**src/rtl/rooth_test_seq_monitor_if.sv**
```systemverilog
// Register-file write-back port of the rooth core, as seen by the test monitor.
// Latency: none, plain wires.
// Backpressure: none; the monitor only observes, the core always drives.
interface rooth_test_seq_monitor_if #(
  parameter int XLEN = 32
) ();
  logic            wb_we;
  logic [4:0]      wb_addr;
  logic [XLEN-1:0] wb_data;

  modport master (output wb_we, wb_addr, wb_data);
  modport slave  (input  wb_we, wb_addr, wb_data);
endinterface

```
**src/rtl/rooth_test_seq_monitor.sv**
```systemverilog
// Steps the rooth core through NUM_TESTS test images and judges each from register write-back traffic.
// Latency: core_rst_n/load_req/busy follow the state directly; verdicts and counters register on the cycle SETTLE ends.
// Backpressure: none; write-back is observed only, start is ignored while busy, abort wins over all but rst_n.
module rooth_test_seq_monitor #(
  parameter int XLEN           = 32,
  parameter int NUM_TESTS      = 45,
  parameter int IDX_W          = 6,
  parameter int DONE_REG       = 26,
  parameter int PASS_REG       = 27,
  parameter int TESTNUM_REG    = 3,
  parameter int TIMEOUT_CYCLES = 50000,
  parameter int RST_CYCLES     = 1,
  parameter int SETTLE_CYCLES  = 1,
  parameter int CNT_W          = 32
) (
  input  logic                 clk,
  input  logic                 rst_n,
  input  logic                 start,
  input  logic                 abort,
  rooth_test_seq_monitor_if.slave wb,
  output logic                 core_rst_n,
  output logic                 load_req,
  output logic [IDX_W-1:0]     test_idx,
  output logic                 busy,
  output logic                 test_pass_p,
  output logic                 test_fail,
  output logic                 test_timeout,
  output logic                 all_done,
  output logic [XLEN-1:0]      fail_testnum,
  output logic [IDX_W:0]       pass_cnt,
  output logic [CNT_W-1:0]     cycle_cnt
);

  typedef enum logic [2:0] {
    S_IDLE, S_LOAD, S_RUN, S_SETTLE, S_FAIL, S_TIMEOUT, S_ALL_DONE
  } state_t;

  localparam logic [4:0]      DONE_A    = 5'(DONE_REG);
  localparam logic [4:0]      PASS_A    = 5'(PASS_REG);
  localparam logic [4:0]      TNUM_A    = 5'(TESTNUM_REG);
  localparam logic [XLEN-1:0] ONE       = XLEN'(1);
  localparam logic [31:0]     LOAD_LAST = 32'(RST_CYCLES - 1);
  localparam logic [31:0]     SETL_LAST = 32'(SETTLE_CYCLES - 1);
  // Compared at 64 bits so a budget beyond 2^CNT_W simply never fires.
  localparam logic [63:0]     TO_LAST   = 64'(TIMEOUT_CYCLES - 1);
  localparam logic [IDX_W-1:0] IDX_LAST = IDX_W'(NUM_TESTS - 1);
  localparam logic [IDX_W-1:0] IDX_ONE  = IDX_W'(1);
  localparam logic [IDX_W:0]   PCNT_ONE = (IDX_W+1)'(1);
  localparam logic [CNT_W-1:0] CYC_ONE  = CNT_W'(1);

  state_t          state_q, state_d;
  logic [31:0]     phase_cnt;
  logic            pass_flag;
  logic [XLEN-1:0] testnum;

  logic wr_ok, done_wr, tn_wr, pf_wr;
  logic load_last, settle_last, timeout_hit, last_test;

  assign wr_ok       = wb.wb_we && (wb.wb_addr != 5'd0);
  assign done_wr     = wr_ok && (wb.wb_addr == DONE_A) && (wb.wb_data == ONE);
  assign tn_wr       = wr_ok && (wb.wb_addr == TNUM_A);
  assign pf_wr       = wr_ok && (wb.wb_addr == PASS_A);
  assign load_last   = (phase_cnt == LOAD_LAST);
  assign settle_last = (phase_cnt == SETL_LAST);
  assign timeout_hit = (64'(cycle_cnt) == TO_LAST);
  assign last_test   = (test_idx == IDX_LAST);

  // State register.
  always_ff @(posedge clk) begin
    if (!rst_n) state_q <= S_IDLE;
    else        state_q <= state_d;
  end

  // Next-state decision and the state-decoded outputs.
  always_comb begin
    state_d = state_q;
    case (state_q)
      S_LOAD:   if (load_last) state_d = S_RUN;
      S_RUN: begin
        if (done_wr)          state_d = S_SETTLE;
        else if (timeout_hit) state_d = S_TIMEOUT;
      end
      S_SETTLE: begin
        if (settle_last) begin
          if (!pass_flag)     state_d = S_FAIL;
          else if (last_test) state_d = S_ALL_DONE;
          else                state_d = S_LOAD;
        end
      end
      default:  if (start) state_d = S_LOAD;
    endcase
    if (abort) state_d = S_IDLE;

    core_rst_n = (state_q == S_RUN) || (state_q == S_SETTLE);
    busy       = (state_q == S_LOAD) || (state_q == S_RUN) || (state_q == S_SETTLE);
    load_req   = (state_q == S_LOAD) && (phase_cnt == 32'd0) && !abort;
  end

  // Phase timer: cycles spent in the current state, restarted on every transition.
  always_ff @(posedge clk) begin
    if (!rst_n || (state_d != state_q)) phase_cnt <= 32'd0;
    else                                phase_cnt <= phase_cnt + 32'd1;
  end

  // Suite bookkeeping, per-test capture and verdicts; abort freezes all of it.
  always_ff @(posedge clk) begin
    if (!rst_n) begin
      test_idx     <= '0;
      test_pass_p  <= 1'b0;
      test_fail    <= 1'b0;
      test_timeout <= 1'b0;
      all_done     <= 1'b0;
      fail_testnum <= '0;
      pass_cnt     <= '0;
      cycle_cnt    <= '0;
      pass_flag    <= 1'b0;
      testnum      <= '0;
    end else begin
      test_pass_p <= 1'b0;
      if (!abort) begin
        case (state_q)
          S_LOAD: begin
            pass_flag <= 1'b0;
            testnum   <= '0;
            cycle_cnt <= '0;
          end
          S_RUN: begin
            if (cycle_cnt != {CNT_W{1'b1}}) cycle_cnt <= cycle_cnt + CYC_ONE;
            if (tn_wr) testnum   <= wb.wb_data;
            if (pf_wr) pass_flag <= (wb.wb_data == ONE);
            if (!done_wr && timeout_hit) begin
              test_timeout <= 1'b1;
              fail_testnum <= testnum;
            end
          end
          S_SETTLE: begin
            // The verdict uses the flag as registered; a write on the last cycle is too late.
            if (tn_wr) testnum   <= wb.wb_data;
            if (pf_wr) pass_flag <= (wb.wb_data == ONE);
            if (settle_last) begin
              if (pass_flag) begin
                test_pass_p <= 1'b1;
                pass_cnt    <= pass_cnt + PCNT_ONE;
                if (last_test) all_done <= 1'b1;
                else           test_idx <= test_idx + IDX_ONE;
              end else begin
                test_fail    <= 1'b1;
                fail_testnum <= testnum;
              end
            end
          end
          default: begin
            if (start) begin
              test_idx     <= '0;
              pass_cnt     <= '0;
              test_fail    <= 1'b0;
              test_timeout <= 1'b0;
              all_done     <= 1'b0;
              fail_testnum <= '0;
            end
          end
        endcase
      end
    end
  end

endmodule
```
**src/flat_wrapper.sv**
```systemverilog
// flat-port wrapper written by rule: the top's interface ports become plain ports
module rooth_test_seq_monitor_flat 
#(
  parameter int XLEN           = 32,
  parameter int NUM_TESTS      = 45,
  parameter int IDX_W          = 6,
  parameter int DONE_REG       = 26,
  parameter int PASS_REG       = 27,
  parameter int TESTNUM_REG    = 3,
  parameter int TIMEOUT_CYCLES = 50000,
  parameter int RST_CYCLES     = 1,
  parameter int SETTLE_CYCLES  = 1,
  parameter int CNT_W          = 32
)
  (clk, rst_n, start, abort, core_rst_n, load_req, test_idx, busy, test_pass_p, test_fail, test_timeout, all_done, fail_testnum, pass_cnt, cycle_cnt, wb_wb_we, wb_wb_addr, wb_wb_data);
  rooth_test_seq_monitor_if #(.XLEN(XLEN)) wb_i ();
  input  logic clk;
  input  logic rst_n;
  input  logic start;
  input  logic abort;
  output logic core_rst_n;
  output logic load_req;
  output logic [IDX_W-1:0] test_idx;
  output logic busy;
  output logic test_pass_p;
  output logic test_fail;
  output logic test_timeout;
  output logic all_done;
  output logic [XLEN-1:0] fail_testnum;
  output logic [IDX_W:0] pass_cnt;
  output logic [CNT_W-1:0] cycle_cnt;
  input wire logic [$bits(wb_i.wb_we)-1:0] wb_wb_we;
  input wire logic [$bits(wb_i.wb_addr)-1:0] wb_wb_addr;
  input wire logic [$bits(wb_i.wb_data)-1:0] wb_wb_data;
  assign wb_i.wb_we = wb_wb_we;
  assign wb_i.wb_addr = wb_wb_addr;
  assign wb_i.wb_data = wb_wb_data;
  rooth_test_seq_monitor #(.XLEN(XLEN), .NUM_TESTS(NUM_TESTS), .IDX_W(IDX_W), .DONE_REG(DONE_REG), .PASS_REG(PASS_REG), .TESTNUM_REG(TESTNUM_REG), .TIMEOUT_CYCLES(TIMEOUT_CYCLES), .RST_CYCLES(RST_CYCLES), .SETTLE_CYCLES(SETTLE_CYCLES), .CNT_W(CNT_W)) u_core (.clk(clk), .rst_n(rst_n), .start(start), .abort(abort), .wb(wb_i), .core_rst_n(core_rst_n), .load_req(load_req), .test_idx(test_idx), .busy(busy), .test_pass_p(test_pass_p), .test_fail(test_fail), .test_timeout(test_timeout), .all_done(all_done), .fail_testnum(fail_testnum), .pass_cnt(pass_cnt), .cycle_cnt(cycle_cnt));
endmodule
```
**config.mk**
```make
export PLATFORM = sky130hd
export DESIGN_NAME = rooth_test_seq_monitor_flat
export DESIGN_NICKNAME = d
export VERILOG_FILES = /design/src/rtl/rooth_test_seq_monitor_if.sv /design/src/rtl/rooth_test_seq_monitor.sv /design/src/flat_wrapper.sv
export SDC_FILE = /design/constraint.sdc
export NUM_CORES = 1
export LEC_CHECK = 0
export ABC_AREA = 1
export ABC_CLOCK_PERIOD_IN_PS = 4700
export BUFFER_PORTS_ARGS = -buffer_cell sky130_fd_sc_hd__buf_4
export CAP_MARGIN = 20
export CORE_MARGIN = 3
export CORE_UTILIZATION = 30
export DETAILED_ROUTE_END_ITERATION = 7
export PLACE_DENSITY_LB_ADDON = 0.15
export SYNTH_ARGS = -nofsm -noshare
export SYNTH_HDL_FRONTEND = slang
export SYNTH_SLANG_ARGS = --single-unit
```
**constraint.sdc**
```tcl
create_clock -name clk -period 4.7 [get_ports clk]
set_clock_uncertainty 0.2 [all_clocks]
set_input_delay 0.47 -clock clk [delete_from_list [all_inputs] [get_ports clk]]
set_output_delay 0.47 -clock clk [all_outputs]
set_load 0.1 [all_outputs]
```
Word-level counts from Yosys, hierarchy flattened
Index checks and enable logic that the tools add are counted.
- add/sub/neg operators: 4
- eq/ne operators: 20
- multiplexer cells: 40
- bitwise operators: 7
- reduce and logical (&&, ||, !) cells: 35
- operator list (kind ; count):
    $mux 32 ; 6
    $pmux 32 s2 ; 2
    $pmux 32 s3 ; 1
    $add 32x1->32 const B ; 2
    $eq 32x1->1 const B ; 1
    $eq 32x16->1 const B ; 1
    $logic_not 32->1 ; 1
    $ne 32x32->1 const B ; 1
    $mux 3 ; 8
    $mux 6 ; 4
    $mux 7 ; 3
    $reduce_and 6->1 ; 3
    $pmux 7 s2 ; 1
    $pmux 6 s2 ; 1
    $eq 5x5->1 const B ; 2
    $ne 2x1->1 const B ; 5
    $reduce_and 5->1 ; 2
    $mux 1 ; 9
    $pmux 3 s3 ; 1
    $reduce_and 3->1 ; 3
    $logic_and 1x1->1 ; 8
    $ne 2x2->1 const B ; 4
    $pmux 1 s2 ; 4
    $reduce_bool 2->1 ; 4
    15 further kinds ; 29
- register bits: 149
- output and inout port bits: 84

Logic depth before layout (Yosys ltp)
Gate-level depths: netlist (run 1).
- depth in word-level cells: 9
- gate-level depth with buffers: 17
- gate-level depth less buffers: 16

Worst setup path after synthesis (run 1)
Ideal clock, no wire load.
- path kind: register -> output
- from: register u_core.phase_cnt[0]
- to: output port load_req
- data arrival time: 2.268 ns
- required time: 4.030 ns
- setup slack: 1.762 ns
- cell stages (with the launch flop): 9
- buffers on the path: 0
- path through: dfxtp_1 inv_1 ha_1 nand2_1 nor2_1 nand2_1 nor2_1 nand2_1 nor2_1
- word-level cells in the longest chain between the ends: 3
- RTL lines (what ; line ; source):
    start, declared ; rooth_test_seq_monitor.sv:52 ; logic [31:0] phase_cnt;
    start signal, assigned ; rooth_test_seq_monitor.sv:102 ; else phase_cnt <= phase_cnt + 32'd1;
    $logic_not 32->1 ; rooth_test_seq_monitor.sv:96 ; load_req = (state_q == S_LOAD) && (phase_cnt == 32'd0) && !abort;
    $logic_and 1x1->1 (2 in series) ; rooth_test_seq_monitor.sv:96 ;
    end, declared ; flat_wrapper.sv:22 ; output logic load_req;
No other way between the ends.

Worst setup path in the final report (run 1)
- from: register u_core.cycle_cnt[0]
- to: register u_core.fail_testnum[22]
- word-level cells in the longest chain between the ends: 4
- RTL lines (what ; line ; source):
    start, declared ; rooth_test_seq_monitor.sv:31 ; output logic [CNT_W-1:0] cycle_cnt
    start signal, assigned ; rooth_test_seq_monitor.sv:128 ; if (cycle_cnt != {CNT_W{1'b1}}) cycle_cnt <= cycle_cnt + CYC_ONE;
    $eq 32x16->1 ; rooth_test_seq_monitor.sv:65 ; assign timeout_hit = (64'(cycle_cnt) == TO_LAST);
    $logic_and 1x1->1 ; rooth_test_seq_monitor.sv:131 ; if (!done_wr && timeout_hit) begin
    $ne 2x2->1 (no source line) ; - ;
    $reduce_and 6->1 (no source line) ; - ;
    end signal, assigned ; rooth_test_seq_monitor.sv:133 ; fail_testnum <= testnum;
    end signal, assigned ; rooth_test_seq_monitor.sv:148 ; fail_testnum <= testnum;
    end, declared ; rooth_test_seq_monitor.sv:29 ; output logic [XLEN-1:0] fail_testnum,
No other way between the ends.
A chain may end at the register's enable or synchronous reset.

==> reports/summary.txt, run 1 <==
run status = completed
gpl congestion = 0.845
placed insts = 1546
aggregate global routing overflow = 0
arrival time worst endpoint = 3010 ps
ANT cells = 0
Area Overhead vs Synth = 23.8%
worst path required time = 4850 ps
wire length per cell = 14.1 um
clock root buffer = clkbuf_16
Via Count = 7348
RSZ-0062 raised after global routing = no
delay-heaviest family, CP = simple AND/OR/NAND/NOR gates
clk buf depth = 2
Fmax = 349 MHz
CP Launch Type = flop
max-cap violations = 0
CORE AREA = 0.0247 mm^2
Clk Latency, worst-skew pair = 430 ps
Mapped Nets = 1177
CP startpoint = u_core.cycle_cnt[0]$_SDFFE_PN0P_
HPWL after DPL = 15700 um
CP peak stage delay = 510 ps
Die ar. = 0.0274 mm^2
vias in the first global route = 6990
# IOs = 126
Least-Margin Pin Slew = 996 ps
LEAKAGE = 3.70 nW
Hold Path Origin = wb_wb_data[9]
Synth Instances = 1129
crit share post-route = 61.0%
asr flop ratio synth = 0%
Post-synth EDFFs = 0
Levels on crit path = 14
Total Wirelength = 22200 um
Die X-Extent = 165 um
DIE HEIGHT = 165 um
Final Slew Violations = 0
Crit-path slowest cell = inv_2
starting density of the core = 30.9%
reg2reg path depth = 14
initial DRC count = 550
post_cts resized = 0
initial antenna violation count = 0
DRT antenna net count = 0
global-route wire length before repair = 35900 um
setup TNS = 0 ps
dpl cell area = 0.00882 mm^2
clock slew at reported path FFs = 80 ps
cells along the critical path = ha_1 -> nand2_1 -> inv_1 -> nand3_1 -> nor2_1 -> nand2_1 -> nor2_1 -> nand2_1 -> nand2_1 -> nand2_1 -> buf_4 -> inv_2 -> nand3_1 -> a21oi_1
RR Startpoint = u_core.cycle_cnt[0]$_SDFFE_PN0P_
GRT Util Overall = 16.4%
CP endpoint kind = flop
drc violations = 0
Tightest Hold Check Type = in2reg
hold depth = 3
fin area = 0.00945 mm^2
synthesized area per cell = 6.76 um^2
Non-Filler Instances = 1578
std cell rows = 57
YS warnings = 0
share of the yosys chip area belonging to registers = 39.1%
share of cells above drive strength 1 = 17.8%
WS Path Type = reg2reg
Pwr per Cell Area = 316 mW/mm^2
Worst slew margin = 33.6%
# H-tree levels = 4
cts bufs inserted = 17
Crit Path Max Fanout = 33
hold buffer count at CTS = 0
most frequent cells in the layout = 250 x nand2_1, 155 x nor2_1, 149 x dfxtp_1, 131 x buf_4, 124 x nand3_1
Initial DRT Pass Iterations = 5
Buffers & Inverters on Critical Path = 3
Via density = 4.66
largest net degree at the start of global routing = 89
Port-buffer cells = 125
Final nets = 1289
Post-Syn Area = 0.00763 mm^2
minimum clock period = 2870 ps
Final setup violation count = 0
Synth cell types = 39
VDD IR-drop max = 0.000210 V
Post-synth top flop = dfxtp_1
synthesized flop and latch total = 149
most common cell after layout, fill and taps aside = nand2_1
CTS tree = built
CTS sink cnt = 149
most frequent CP cell = nand2_1
final hold vios = 0
Post-CTS Setup Inserts = 0
[logic make-up after synthesis]
| family | Yosys count | share of synthesized area (%) |
|---|---|---|
| flip-flops | 149 | 39.1 |
| AO/OA/AOI/OAI | 129 | 8.67 |
| XOR/XNOR | 38 | 4.36 |
| buffers and inverters | 164 | 8.89 |
| AND/OR/NAND/NOR | 643 | 38.0 |
| adder cells (fa/ha/maj) | 6 | 0.984 |
[layer usage]
| layer | share of wire (%) | vias up | GRT usage [%] |
|---|---|---|---|
| li1 | - | 3859 | - |
| met5 | 0 | - | 0 |
| met1 | 49 | 3341 | 22.3 |
| met3 | 4.1 | 25 | 3.42 |
| met4 | 1.7 | 0 | 5.44 |
| met2 | 45 | 123 | 25.8 |
[through the flow]
| stage | util, % | setup slack (ps) | hold WS [ps] | power (mW) |
|---|---|---|---|---|
| global route | 38.3 | 1490 | 109 | 3.09 |
| CTS | 38.3 | 1790 | 100 | 3.02 |
| detailed placement | 35.7 | 1780 | 253 | 1.53 |
| floorplan | - | 1760 | 229 | 1.46 |
| global placement | 35.7 | 1860 | 245 | 1.53 |
| finish | 38.3 | 1830 | 118 | 2.99 |
[worst register-to-register path, cell delays in order, from the launching register on]
cell and delay (ps):
dfxtp_1 430, ha_1 190, nand2_1 100, inv_1 90, nand3_1 80, nor2_1 110
nand2_1 100, nor2_1 140, nand2_1 110, nand2_1 70, nand2_1 50, buf_4 260
inv_2 520, nand3_1 170, a21oi_1 150
[cells in the mapped netlist (9+ instances only)]
cell type  count  area (um^2)
inv_2         10         37.5
nor4_1        11         68.8
xnor2_1        9         78.8
nor3_1        27          135
a21oi_1      105          526
clkbuf_1      23         86.3
dfxtp_1      149         2980
o21ai_0       16         80.1
nor2_2        28          175
xor2_1        29          254
nand2_1      250          938
nand4_1       18          113
nor2_1       155          582
nand3_1      124          621
inv_1        116          435
[layout make-up]
type                       count  area (um^2)
fill                        2766        15200
multi-input combinational    816         3980
sequential                   149         2980
timing repair buffer         131          983
inverter                     126          473
clock buffer                  17          425
tap                          324          405
clock inverter                15          204
[registers in the layout (all words and copies together), names as in the netlist, 3 cells and up]
name and flops:
u_core.testnum 32, u_core.pass_cnt 7, u_core.fail_testnum 32, u_core.phase_cnt 32
u_core.state_q 3, u_core.test_idx 6, u_core.cycle_cnt 32
[report_power, final]
group	internal (mW)	switching (mW)	total [mW]
logic	0.0578	0.163	0.221
clock network	0.862	0.627	1.49
registers	1.27	0.00660	1.28
[final timing paths]
check / endpoint / slack [ps]
max reg2reg: u_core.fail_testnum[22]$_SDFFE_PN0P_ / 1830
min reg2reg: u_core.all_done$_SDFFE_PN0P_ / 260
min: u_core.testnum[9]$_SDFFE_PN0P_ / 120
max: u_core.fail_testnum[22]$_SDFFE_PN0P_ / 1830
No activity file was read; power rests on OpenSTA's default activity.
==> inputs of run 2 (changes only) <==
--- a/config.mk
+++ b/config.mk
@@ -6,7 +6,7 @@
 export NUM_CORES = 1
 export LEC_CHECK = 0
 export ABC_AREA = 1
-export ABC_CLOCK_PERIOD_IN_PS = 4700
+export ABC_CLOCK_PERIOD_IN_PS = 3000
 export BUFFER_PORTS_ARGS = -buffer_cell sky130_fd_sc_hd__buf_4
 export CAP_MARGIN = 20
 export CORE_MARGIN = 3
==> constraint.sdc (replaced) <==
create_clock -name clk -period 3 [get_ports clk]
set_clock_uncertainty 0.2 [all_clocks]
set_input_delay 0.3 -clock clk [delete_from_list [all_inputs] [get_ports clk]]
set_output_delay 0.3 -clock clk [all_outputs]
set_load 0.1 [all_outputs]
==> reports/summary.txt, run 2 (synthesis gave the netlist of run 1 again) <==
run status = completed
wire length per cell = 13.9 um
post_cts resized = 0
CP peak stage delay = 420 ps
hold depth = 4
Fmax = 383 MHz
Pwr per Cell Area = 465 mW/mm^2
most common cell after layout, fill and taps aside = nand2_1
fin util = 40.0%
clk buf depth = 2
setup TNS = 0 ps
Tightest Hold Check Type = in2reg
aggregate global routing overflow = 0
final hold vios = 0
DRT antenna net count = 0
sw frac = 27.9%
worst path required time = 3120 ps
clock root buffer = clkbuf_16
R2R Path End = u_core.cycle_cnt[14]$_SDFFE_PN0P_
Port-buffer cells = 125
GRT Util Overall = 16.4%
most frequent CP cell = nand2_1
WS Path Type = reg2reg
Worst slew margin = 49.9%
CORE AREA = 0.0247 mm^2
Area Overhead vs Synth = 29.4%
Non-Filler Instances = 1625
Clk Latency, worst-skew pair = 430 ps
CTS sink cnt = 149
Final Slew Violations = 0
initial DRC count = 503
# IOs = 126
Post-CTS Setup Inserts = 0
gpl congestion = 0.865
Die X-Extent = 165 um
LEAKAGE = 3.91 nW
Via Count = 7603
power consumption = 4.59 mW
placed insts = 1560
Crit Path Max Fanout = 14
cts bufs inserted = 17
most frequent cells in the layout = 250 x nand2_1, 155 x nor2_1, 149 x dfxtp_1, 144 x buf_4, 124 x nand3_1
Total Wirelength = 22600 um
Die ar. = 0.0274 mm^2
Initial DRT Pass Iterations = 6
Final setup violation count = 0
drc violations = 0
starting density of the core = 30.9%
VDD IR-drop max = 0.000266 V
clock slew at reported path FFs = 70 ps
minimum clock period = 2610 ps
Seq pwr share = 43.5%
reg2reg path depth = 14
initial antenna violation count = 0
crit share post-route = 87.0%
CP endpoint kind = flop
crit path to = u_core.cycle_cnt[14]$_SDFFE_PN0P_
internal power = 3.31 mW
hold buffer count at CTS = 33
HPWL after DPL = 16200 um
Crit-path slowest cell = dfxtp_1
CTS tree = built
ANT cells = 0
share of cells above drive strength 1 = 18.2%
Via density = 4.68
vias in the first global route = 7184
DIE HEIGHT = 165 um
Final nets = 1336
RSZ-0062 raised after global routing = no
Least-Margin Pin Slew = 744 ps
Comb power frac = 8.5%
max-cap violations = 0
CP startpoint = u_core.cycle_cnt[0]$_SDFFE_PN0P_
cells along the critical path = ha_1 -> nand2_1 -> inv_1 -> nand2_1 -> inv_1 -> nand2_2 -> nor4_4 -> nand4_2 -> nand2_2 -> inv_1 -> nand2_1 -> nand2_1 -> nand2_1 -> nor2_1
std cell rows = 57
largest net degree at the start of global routing = 57
global-route wire length before repair = 36200 um
FILL cells = 2772
CP Launch Type = flop
clock group share of total power = 48.0%
# H-tree levels = 4
setup slack, reg-to-reg = 390 ps
Sw Pwr = 1.28 mW
arrival time worst endpoint = 2730 ps
RR Startpoint = u_core.cycle_cnt[0]$_SDFFE_PN0P_
-- run 2: layout make-up --
class	count	area [um^2]	area share, %
clock buffer	17	425	4.31
clock inverter	15	181	1.84
inverter	126	473	4.79
multi-input combinational	816	3980	40.3
sequential	149	2980	30.2
tap	324	405	4.11
timing repair buffer	178	1430	14.5
-- run 2: power by group through the flow --
stage / clock, mW / combinational, mW / sequential (mW)
after floorplan: 0 / 0.216 / 2.07
after detailed placement: 0 / 0.360 / 2.04
after CTS: 2.28 / 0.396 / 2.00
final: 2.20 / 0.392 / 2.00
after global routing: 2.36 / 0.430 / 2.00
after global placement: 0 / 0.360 / 2.04
-- run 2: how the worst min path moves through the flow --
stage	start	to
5_1_grt	abort	u_core.state_q[2]$_SDFF_PN0_
6_report	abort	u_core.state_q[2]$_SDFF_PN0_
4_1_cts	abort	u_core.state_q[2]$_SDFF_PN0_
3_5_place_dp	u_core.pass_cnt[6]$_SDFFE_PN0P_	u_core.pass_cnt[6]$_SDFFE_PN0P_
2_1_floorplan	u_core.phase_cnt[0]$_SDFF_PP0_	u_core.phase_cnt[0]$_SDFF_PP0_
3_3_place_gp	u_core.pass_cnt[6]$_SDFFE_PN0P_	u_core.pass_cnt[6]$_SDFFE_PN0P_
-- run 2: worst max-delay path, delay by kind of cell, from the launching register on --
| family | cells | cell delay [ps] |
|---|---|---|
| simple gates | 10 | 1180 |
| buf+inv | 3 | 500 |
| flops | 1 | 420 |
| fa+ha+maj | 1 | 190 |
-- run 2: metrics by stage --
step	setup WS, ps	hold slack, ps	area [um^2]
floorplan	70.4	229	7630
global placement	443	243	8940
detailed placement	393	242	8940
CTS	366	36.4	9870
global route	91.3	75.1	9870
finish	390	62.0	9870
-- run 2: layer usage --
layer  GRT usage [%]  share of wire [%]  up-vias
li1                -                  -     3966
met5               0                  0        -
met3            3.89                5.5       27
met4            5.22                1.6        0
met1            22.3                 47     3446
met2            25.9                 46      164
==> inputs of run 3 (changes only) <==
--- a/config.mk
+++ b/config.mk
@@ -10,7 +10,7 @@
 export BUFFER_PORTS_ARGS = -buffer_cell sky130_fd_sc_hd__buf_4
 export CAP_MARGIN = 20
 export CORE_MARGIN = 3
-export CORE_UTILIZATION = 30
+export CORE_UTILIZATION = 28
 export DETAILED_ROUTE_END_ITERATION = 7
 export PLACE_DENSITY_LB_ADDON = 0.15
 export SYNTH_ARGS = -nofsm -noshare
==> reports/summary.txt, run 3 (synthesis gave the netlist of run 1 again) <==
DRT antenna net count = 0
HPWL after DPL = 16300 um
Final Slew Violations = 0
post_cts resized = 0
clock slew at reported path FFs = 80 ps
cells along the critical path = ha_1 -> nand2_1 -> inv_1 -> nand2_1 -> inv_1 -> nand2_2 -> nor4_4 -> nand4_2 -> nand2_2 -> inv_1 -> nand2_1 -> nand2_1 -> nand2_1 -> nor2_1
Crit-path slowest cell = dfxtp_1
Die ar. = 0.0293 mm^2
most frequent CP cell = nand2_1
Fmax = 372 MHz
vias in the first global route = 7146
minimum clock period = 2690 ps
clk buf depth = 2
CP Launch Type = flop
fin area = 0.00987 mm^2
VDD IR-drop max = 0.000267 V
CP peak stage delay = 410 ps
max-cap violations = 0
Post-CTS Setup Inserts = 0
global-route wire length before repair = 37000 um
Worst slew margin = 33.4%
most frequent cells in the layout = 250 x nand2_1, 155 x nor2_1, 149 x dfxtp_1, 140 x buf_4, 124 x nand3_1
CORE AREA = 0.0264 mm^2
Final setup violation count = 0
power consumption = 4.59 mW
Clk Latency, worst-skew pair = 430 ps
starting density of the core = 28.9%
largest net degree at the start of global routing = 89
setup TNS = 0 ps
std cell rows = 59
aggregate global routing overflow = 0
DIE HEIGHT = 171 um
share of cells above drive strength 1 = 18.0%
Tightest Hold Check Type = in2reg
Initial DRT Pass Iterations = 5
RSZ-0062 raised after global routing = no
Hold Worst Slack = 69.8 ps
Crit Path Max Fanout = 14
arrival time worst endpoint = 2810 ps
clock root buffer = clkbuf_16
CTS tree = built
CTS sink cnt = 149
Final nets = 1333
wire length per cell = 14.1 um
worst path required time = 3120 ps
dpl cell area = 0.00894 mm^2
delay-heaviest family, CP = simple AND/OR/NAND/NOR gates
most common cell after layout, fill and taps aside = nand2_1
Die X-Extent = 171 um
LEAKAGE = 3.90 nW
cts bufs inserted = 17
Total Wirelength = 23100 um
crit share post-route = 89.6%
drc violations = 0
Port-buffer cells = 125
run status = completed
Buffers & Inverters on Critical Path = 3
initial antenna violation count = 0
Least-Margin Pin Slew = 998 ps
hold buffer count at CTS = 33
WS Path Type = reg2reg
Via Count = 7564
initial DRC count = 401
Area Overhead vs Synth = 29.4%
# H-tree levels = 4
gpl congestion = 0.855
GRT Util Overall = 15.8%
ANT cells = 0
# IOs = 126
Via density = 4.63
final hold vios = 0
FILL cells = 2854
Pwr per Cell Area = 464 mW/mm^2
CP endpoint kind = flop
[run 3: cell count changes in the layout (fill, tap and decap cells not counted)]
| cell | previous run | this run |
|---|---|---|
| inv_8 | 1 | 9 |
| buf_12 | 1 | 2 |
| inv_6 | 7 | 1 |
| clkinv_2 | 1 | 0 |
| clkinv_8 | 4 | 3 |
| bufinv_16 | 1 | 0 |
| clkinv_4 | 1 | 2 |
| buf_4 | 144 | 140 |
[run 3: final cells by class]
| type | count | area, um^2 | share of cell area [%] |
|---|---|---|---|
| repair buffers | 175 | 1420 | 14.4 |
| multi-input cells | 816 | 3980 | 40.3 |
| inverters | 126 | 473 | 4.79 |
| clock buffers | 17 | 425 | 4.31 |
| well taps | 335 | 419 | 4.25 |
| clock inverters | 15 | 176 | 1.79 |
| flip-flops and latches | 149 | 2980 | 30.2 |
[run 3: per-layer routing]
layer	up-vias	share of wire [%]	track usage (%)	wire [um]
met1	3436	47	21.3	10900
met4	0	1.4	4.09	318
li1	3947	-	-	-
met5	-	0	0	0
met3	21	5.0	4.25	1160
met2	160	46	24.9	10700
[run 3: tightest hold or removal path, stage by stage]
cell	delay [ps]
buf_4	150
a21oi_1	70
nand2_1	80
nor2_1	40
[run 3: final timing paths]
path	startpoint	to	slack, ps	depth (start not counted)
worst min register to register	u_core.pass_cnt[6]$_SDFFE_PN0P_	u_core.pass_cnt[6]$_SDFFE_PN0P_	260	1
worst max-delay path	u_core.cycle_cnt[0]$_SDFFE_PN0P_	u_core.cycle_cnt[14]$_SDFFE_PN0P_	310	14
worst max register to register	u_core.cycle_cnt[0]$_SDFFE_PN0P_	u_core.cycle_cnt[14]$_SDFFE_PN0P_	310	14
worst min-delay path	abort	u_core.state_q[1]$_SDFF_PN0_	70	4
[run 3: power by group]
group / internal, mW / total [mW] / leakage (nW) / switching, mW
sequential: 1.99 / 2.00 / 1.20 / 0.0106
clock: 1.14 / 2.19 / 0.297 / 1.06
combinational: 0.129 / 0.394 / 2.40 / 0.265
[run 3: metrics by stage]
step           setup slack (ps)  util (%)  std cells
6_report                    313      37.4       1633
5_1_grt                    97.0      37.4       1633
4_1_cts                     328      37.4       1633
3_5_place_dp                359      33.8       1568
3_3_place_gp                415      33.8       1567
2_1_floorplan              70.4         -       1129
